File: src/rtl/trap_controller.sv
// Trap sequencer for the NABU MegaMapper: fires NMI on virtualized-port I/O and
// tracks user/supervisor mode. Optional `TRAP_STATS_EN adds an 8-bit trap counter.
module trap_controller #(
  parameter int NMI_WIDTH    = 4,
  parameter int UNTRAP_DELAY = 1
) (
  input  logic       clk,
  input  logic       rst_n,
  input  logic       m1_n,
  input  logic       iorq_n,
  input  logic [7:0] addr,
  input  logic       trap_port_match,
  input  logic       new_isr,
  input  logic       last_isr_untrap,
  input  logic       io_direction,
  input  logic       trap_ack,
  output logic       nmi_n,
  output logic       ignore_next_isr,
  output logic       supervisor,
  output logic       trap_pending,
  output logic [7:0] trap_addr,
`ifdef TRAP_STATS_EN
  output logic       trap_dir,
  output logic [7:0] trap_count
`else
  output logic       trap_dir
`endif
);

  typedef enum logic [2:0] {
    S_USER,
    S_NMI,
    S_ACK,
    S_SUPER,
    S_UNTRAP
  } state_t;

  localparam logic [3:0] NMI_LOAD    = NMI_WIDTH[3:0];
  localparam logic [2:0] UNTRAP_LOAD = UNTRAP_DELAY[2:0];

  state_t     state, state_nx;
  logic [3:0] nmi_cnt, nmi_cnt_nx;
  logic [2:0] untrap_cnt, untrap_cnt_nx;

  // Two-deep history so edges are judged on registered samples only; this is
  // what places the NMI one edge after IORQ is first seen low.
  logic iorq_d1, iorq_d2;
  logic m1_d1, m1_d2;
  logic untrap_d1, untrap_d2;

  logic io_start, m1_end, retn_rise, trap_set;

  assign io_start  = iorq_d2 & ~iorq_d1 & m1_d1;
  assign m1_end    = m1_d1 & ~m1_d2;
  assign retn_rise = untrap_d1 & ~untrap_d2;
  assign trap_set  = (state == S_USER) & io_start & trap_port_match;

  // NOTE: every variable gets a default before the case so no path leaves it
  // unassigned, which would otherwise infer a latch.
  always_comb begin
    state_nx      = state;
    nmi_cnt_nx    = nmi_cnt;
    untrap_cnt_nx = untrap_cnt;
    unique case (state)
      S_USER: begin
        if (trap_set) begin
          nmi_cnt_nx = NMI_LOAD;
          state_nx   = S_NMI;
        end
      end
      S_NMI: begin
        if (nmi_cnt <= 4'd1) begin
          nmi_cnt_nx = 4'd0;
          state_nx   = S_ACK;
        end else begin
          nmi_cnt_nx = nmi_cnt - 4'd1;
        end
      end
      S_ACK: begin
        if (m1_end) state_nx = S_SUPER;
      end
      S_SUPER: begin
        if (retn_rise) begin
          untrap_cnt_nx = UNTRAP_LOAD;
          state_nx      = S_UNTRAP;
        end
      end
      S_UNTRAP: begin
        if (retn_rise) begin
          untrap_cnt_nx = UNTRAP_LOAD;
        end else if (m1_end && new_isr) begin
          if (untrap_cnt <= 3'd1) begin
            untrap_cnt_nx = 3'd0;
            state_nx      = S_USER;
          end else begin
            untrap_cnt_nx = untrap_cnt - 3'd1;
          end
        end
      end
      default: state_nx = S_USER;
    endcase
  end

  // NOTE: sequential state uses non-blocking assignments so every register
  // samples pre-edge values regardless of statement order.
  always_ff @(posedge clk) begin
    if (!rst_n) begin
      state           <= S_USER;
      nmi_cnt         <= 4'd0;
      untrap_cnt      <= 3'd0;
      iorq_d1         <= 1'b1;
      iorq_d2         <= 1'b1;
      m1_d1           <= 1'b1;
      m1_d2           <= 1'b1;
      untrap_d1       <= 1'b0;
      untrap_d2       <= 1'b0;
      nmi_n           <= 1'b1;
      ignore_next_isr <= 1'b0;
      supervisor      <= 1'b0;
      trap_pending    <= 1'b0;
      trap_addr       <= 8'h00;
      trap_dir        <= 1'b0;
    end else begin
      state      <= state_nx;
      nmi_cnt    <= nmi_cnt_nx;
      untrap_cnt <= untrap_cnt_nx;
      iorq_d1    <= iorq_n;
      iorq_d2    <= iorq_d1;
      m1_d1      <= m1_n;
      m1_d2      <= m1_d1;
      untrap_d1  <= last_isr_untrap;
      untrap_d2  <= untrap_d1;

      // Outputs are decoded from the next state so they change on the same
      // edge as the state itself.
      nmi_n           <= (state_nx != S_NMI);
      ignore_next_isr <= (state_nx == S_NMI) || (state_nx == S_ACK);
      supervisor      <= (state_nx != S_USER);

      if (trap_set) begin
        trap_pending <= 1'b1;
        trap_addr    <= addr;
        trap_dir     <= io_direction;
      end else if (trap_ack) begin
        trap_pending <= 1'b0;
      end
    end
  end

`ifdef TRAP_STATS_EN
  always_ff @(posedge clk) begin
    if (!rst_n)        trap_count <= 8'h00;
    else if (trap_set) trap_count <= trap_count + 8'h01;
  end
`endif

endmodule

File: config.mk
export PLATFORM = sky130hd
export DESIGN_NAME = trap_controller
export DESIGN_NICKNAME = d
export VERILOG_FILES = /design/src/rtl/trap_controller.sv
export SDC_FILE = /design/constraint.sdc
export NUM_CORES = 1
export LEC_CHECK = 0
export CAP_MARGIN = 40
export CORE_UTILIZATION = 35
export CTS_CLUSTER_DIAMETER = 150
export CTS_CLUSTER_SIZE = 40
export DETAILED_ROUTE_END_ITERATION = 8
export SLEW_MARGIN = 20
export SYNTH_ARGS = -nofsm -noshare
export SYNTH_HDL_FRONTEND = slang
export SYNTH_SLANG_ARGS = --single-unit
File: constraint.sdc
create_clock -name clk -period 2.3 [get_ports clk]
set_input_delay 0.575 -clock clk [delete_from_list [all_inputs] [get_ports clk]]
set_output_delay 0.575 -clock clk [all_outputs]
set_load 0.02 [all_outputs]
==> impl_metrics.py <==
metrics = {
    "sta": {
        "final_critical_path_setup_slack_ps": 433,
        "max-slew-margin-rel_pct": 58.9,
        "rsz0062_at_grt": "no",
        "worst_slew_pin_slew_ps": 616,
        "max_clock_freq_mhz": 536,
        "min_period_ps": 1870,
        "finalClockSkew_ps": 13.7,
        "total_count_of_max_transition_violations_in_the_final_report": 0,
        "min_period_over_period_pct": 81.2,
        "setup_viol": 0,
        "final.setup.tns_ps": 0,
        "finalHoldViolCount": 0,
    },
    "clock_network": {
        "setup_bufs_post_cts": 0,
        "post_cts_resize_count": 0,
        "clock_tree_from_tritoncts": "built",
        "clock-root-buffer": "sky130_fd_sc_hd__clkbuf_4",
        "cts.clk_slew.worst_paths_ps": 100,
        "holdBufCountCts": 0,
        "cts-buffers-inserted": 5,
        "cts_buffer_depth": 2,
        "cts_num_sinks": 29,
        "insertion_delay_ps": 330,
        "clock_tree.htree_level_count": 2,
    },
    "yosys": {
        "synthCells": 129,
        "ys_types": 36,
        "async_flop_share_pct": 0,
        "syn-mean-instance-area_um2": 9.55,
        "synth_flop_cell": "sky130_fd_sc_hd__dfxtp_1",
        "synthesis.nets": 149,
        "synth-seq-area-share_pct": 47.1,
        "synth_top_cells_by_count": "29 x sky130_fd_sc_hd__dfxtp_1, 15 x sky130_fd_sc_hd__nor2_1, 10 x sky130_fd_sc_hd__mux2i_1",
        "yosysTopAreaCellShare_pct": 47.1,
        "cell_taking_the_most_area_after_synthesis": "sky130_fd_sc_hd__dfxtp_1",
        "synth_edf_count": 0,
        "ys_seq_elements": 29,
        "synthMostInstantiatedCell": "sky130_fd_sc_hd__dfxtp_1",
        "synth.cell_area_um2": 1230,
        "ys.warnings.count": 0,
        "post_synth_main_area_contributors": "sky130_fd_sc_hd__dfxtp_1 47%, sky130_fd_sc_hd__mux2i_1 8.1%, sky130_fd_sc_hd__nor2_1 4.6%, sky130_fd_sc_hd__and2_1 3.0%, sky130_fd_sc_hd__ha_1 3.0%",
    },
    "final_layout": {
        "final_nets": 186,
        "final_layout_size_suffix_gt1_share_pct": 12.0,
        "num_antenna_cells": 0,
        "finalNonFillerCells": 213,
        "layout_overhead_on_the_synthesized_area_pct": 37.2,
        "nFillCells": 359,
    },
    "place": {
        "cells_after_dpl": 205,
        "detailed_place_hpwl_um": 1890,
        "place.port_buffers": 29,
        "gp_congestion": 0.835,
        "dp_worst_setup_slack_ps": 126,
    },
    "power_and_ir_drop": {
        "power_density_nw_per_um2": 687,
        "worst_ir_drop_vdd_mv": 0.430,
        "total_leakage_power_nw": 0.721,
    },
    "setup_path": {
        "crit_slowest_cell": "sky130_fd_sc_hd__clkdlybuf4s50_1",
        "path_max_fanout": 2,
        "r2r_start": "nmi_cnt[0]$_SDFFE_PN0P_",
        "critical_path.endpoint_type": "output pin",
        "reg2reg_to": "ignore_next_isr$_SDFF_PN0_",
        "critical_path.top_delay_family": "buffers and inverters",
        "crit_arrival_ps": 1290,
        "r2r.worst_path.cells": 7,
        "cpPeakStageDelay_ps": 610,
        "worst-r2r-setup-slack_ps": 510,
        "timing_worst_setup_path_type": "reg2out",
        "cp-start-kind": "register",
        "critical_path.cell_chain": "clkdlybuf4s50_1",
        "timing.critical_path.required_ps": 1730,
        "crit_buf_inv": 1,
    },
    "routing": {
        "viasPerCell": 4.77,
        "drt_first_iter_violations": 46,
        "total_wire_length_um": 2540,
        "remaining_routing_drc_violations": 0,
        "antenna_left": 0,
        "routedWlPerCell_um": 11.9,
        "detailroute.via_count": 1017,
        "first_pass_iteration_count_of_the_detailed_router": 4,
    },
    "global_routing": {
        "grt.met3_usage_pct": 9.87,
        "globalRouteTotalUtil_pct": 16.5,
        "grt_antenna_before_repair": 0,
        "number_of_global_route_vias_before_repair": 1034,
        "grt_util_met2_pct": 27.2,
        "groute.layer.met1.usage_pct": 17.1,
        "grt_remaining_overflow": 0,
        "wire_length_of_the_first_global_routing_pass_um": 4350,
        "grt_start_max_net_pins": 16,
        "grt.busiest_layer": "met2",
    },
    "flow_run": {
        "max_cap_violations": 0,
    },
    "floorplanning": {
        "dieArea_um2": 3760,
        "std_cell_rows": 21,
        "die_x_um": 61.3,
        "floorplan.core_area_um2": 3360,
        "i_o_pin_total": 30,
        "die-height_um": 61.3,
        "initial_util_pct": 36.6,
    },
    "worst_hold_path": {
        "worstHoldStart": "iorq_d1$_SDFF_PN1_",
        "min_path_cells": 1,
        "timing.hold.worst_endpoint": "iorq_d2$_SDFF_PN1_",
        "worstHoldPathType": "reg2reg",
    },
    "run_status": {
        "status": "completed",
    },
}
[cell type report]
cell class	count	area, um^2	area share (%)
repair buffers	33	320	18.9
well taps	46	57.6	3.40
clock buffers	5	37.5	2.22
multi-input cells	91	607	35.9
flip-flops and latches	29	581	34.3
inverters	6	22.5	1.33
clock inverters	3	65.1	3.85
[state kept, by name (all words and copies together), names as in the netlist, 3 cells and up]
register and cells:
nmi_cnt 4, state 3, trap_addr 8, untrap_cnt 3
[cell usage in the layout, fill, tap and decap left out, types with 5 or more instances in the layout]
cell / instances
sky130_fd_sc_hd__clkbuf_4: 5
sky130_fd_sc_hd__nand2b_1: 6
sky130_fd_sc_hd__clkdlybuf4s50_1: 29
sky130_fd_sc_hd__inv_1: 6
sky130_fd_sc_hd__nor2_1: 15
sky130_fd_sc_hd__mux2i_1: 10
sky130_fd_sc_hd__nand2_1: 7
sky130_fd_sc_hd__dfxtp_1: 29
sky130_fd_sc_hd__and2_1: 6
sky130_fd_sc_hd__a21oi_1: 6
[worst max-delay path by stage]
stage                                          from  slack, ps                         end  depth (start not counted)
after floorplan                     trap_port_match        590            nmi_n$_SDFF_PN1_                          4
after global placement              trap_port_match        140            nmi_n$_SDFF_PN1_                          5
after detailed placement            trap_port_match        130            nmi_n$_SDFF_PN1_                          5
after CTS                 trap_addr[4]$_SDFFE_PN0P_        400                trap_addr[4]                          1
after global routing        nmi_cnt[0]$_SDFFE_PN0P_        290  ignore_next_isr$_SDFF_PN0_                          7
final                     trap_addr[1]$_SDFFE_PN0P_        430                trap_addr[1]                          1
[routing by layer]
metal / wire length, um / vias up
met5: 0 / -
met1: 1100 / 460
met4: 46 / 0
met2: 1170 / 31
li1: - / 521
met3: 215 / 5
[stage by stage]
stage          utilization [%]  hold slack [ps]  area [um^2]  total power [mW]
6_report                  50.3              457         1690              1.16
5_1_grt                   50.3              474         1690              1.22
4_1_cts                   50.3              464         1690              1.18
3_5_place_dp              47.2              437         1590             0.654
3_3_place_gp              47.2              422         1590             0.652
2_1_floorplan                -              412         1230             0.596
[kinds of logic after synthesis]
kind of cell	share of synthesized area, %
buffers and inverters	3.65
XOR/XNOR	0.711
multiplexers	8.12
adder cells (fa/ha/maj)	3.05
AO/OA/AOI/OAI	12.5
AND/OR/NAND/NOR	24.9
flip-flops	47.1
[report_power, final]
| group | total, mW | switching [mW] | internal (mW) | leakage [nW] |
|---|---|---|---|---|
| clock network | 0.520 | 0.184 | 0.337 | 0.0552 |
| logic | 0.114 | 0.0490 | 0.0646 | 0.430 |
| registers | 0.528 | 0.0100 | 0.518 | 0.236 |
| total | 1.16 | 0.243 | 0.919 | 0.721 |
No activity file was read; power rests on OpenSTA's default activity.
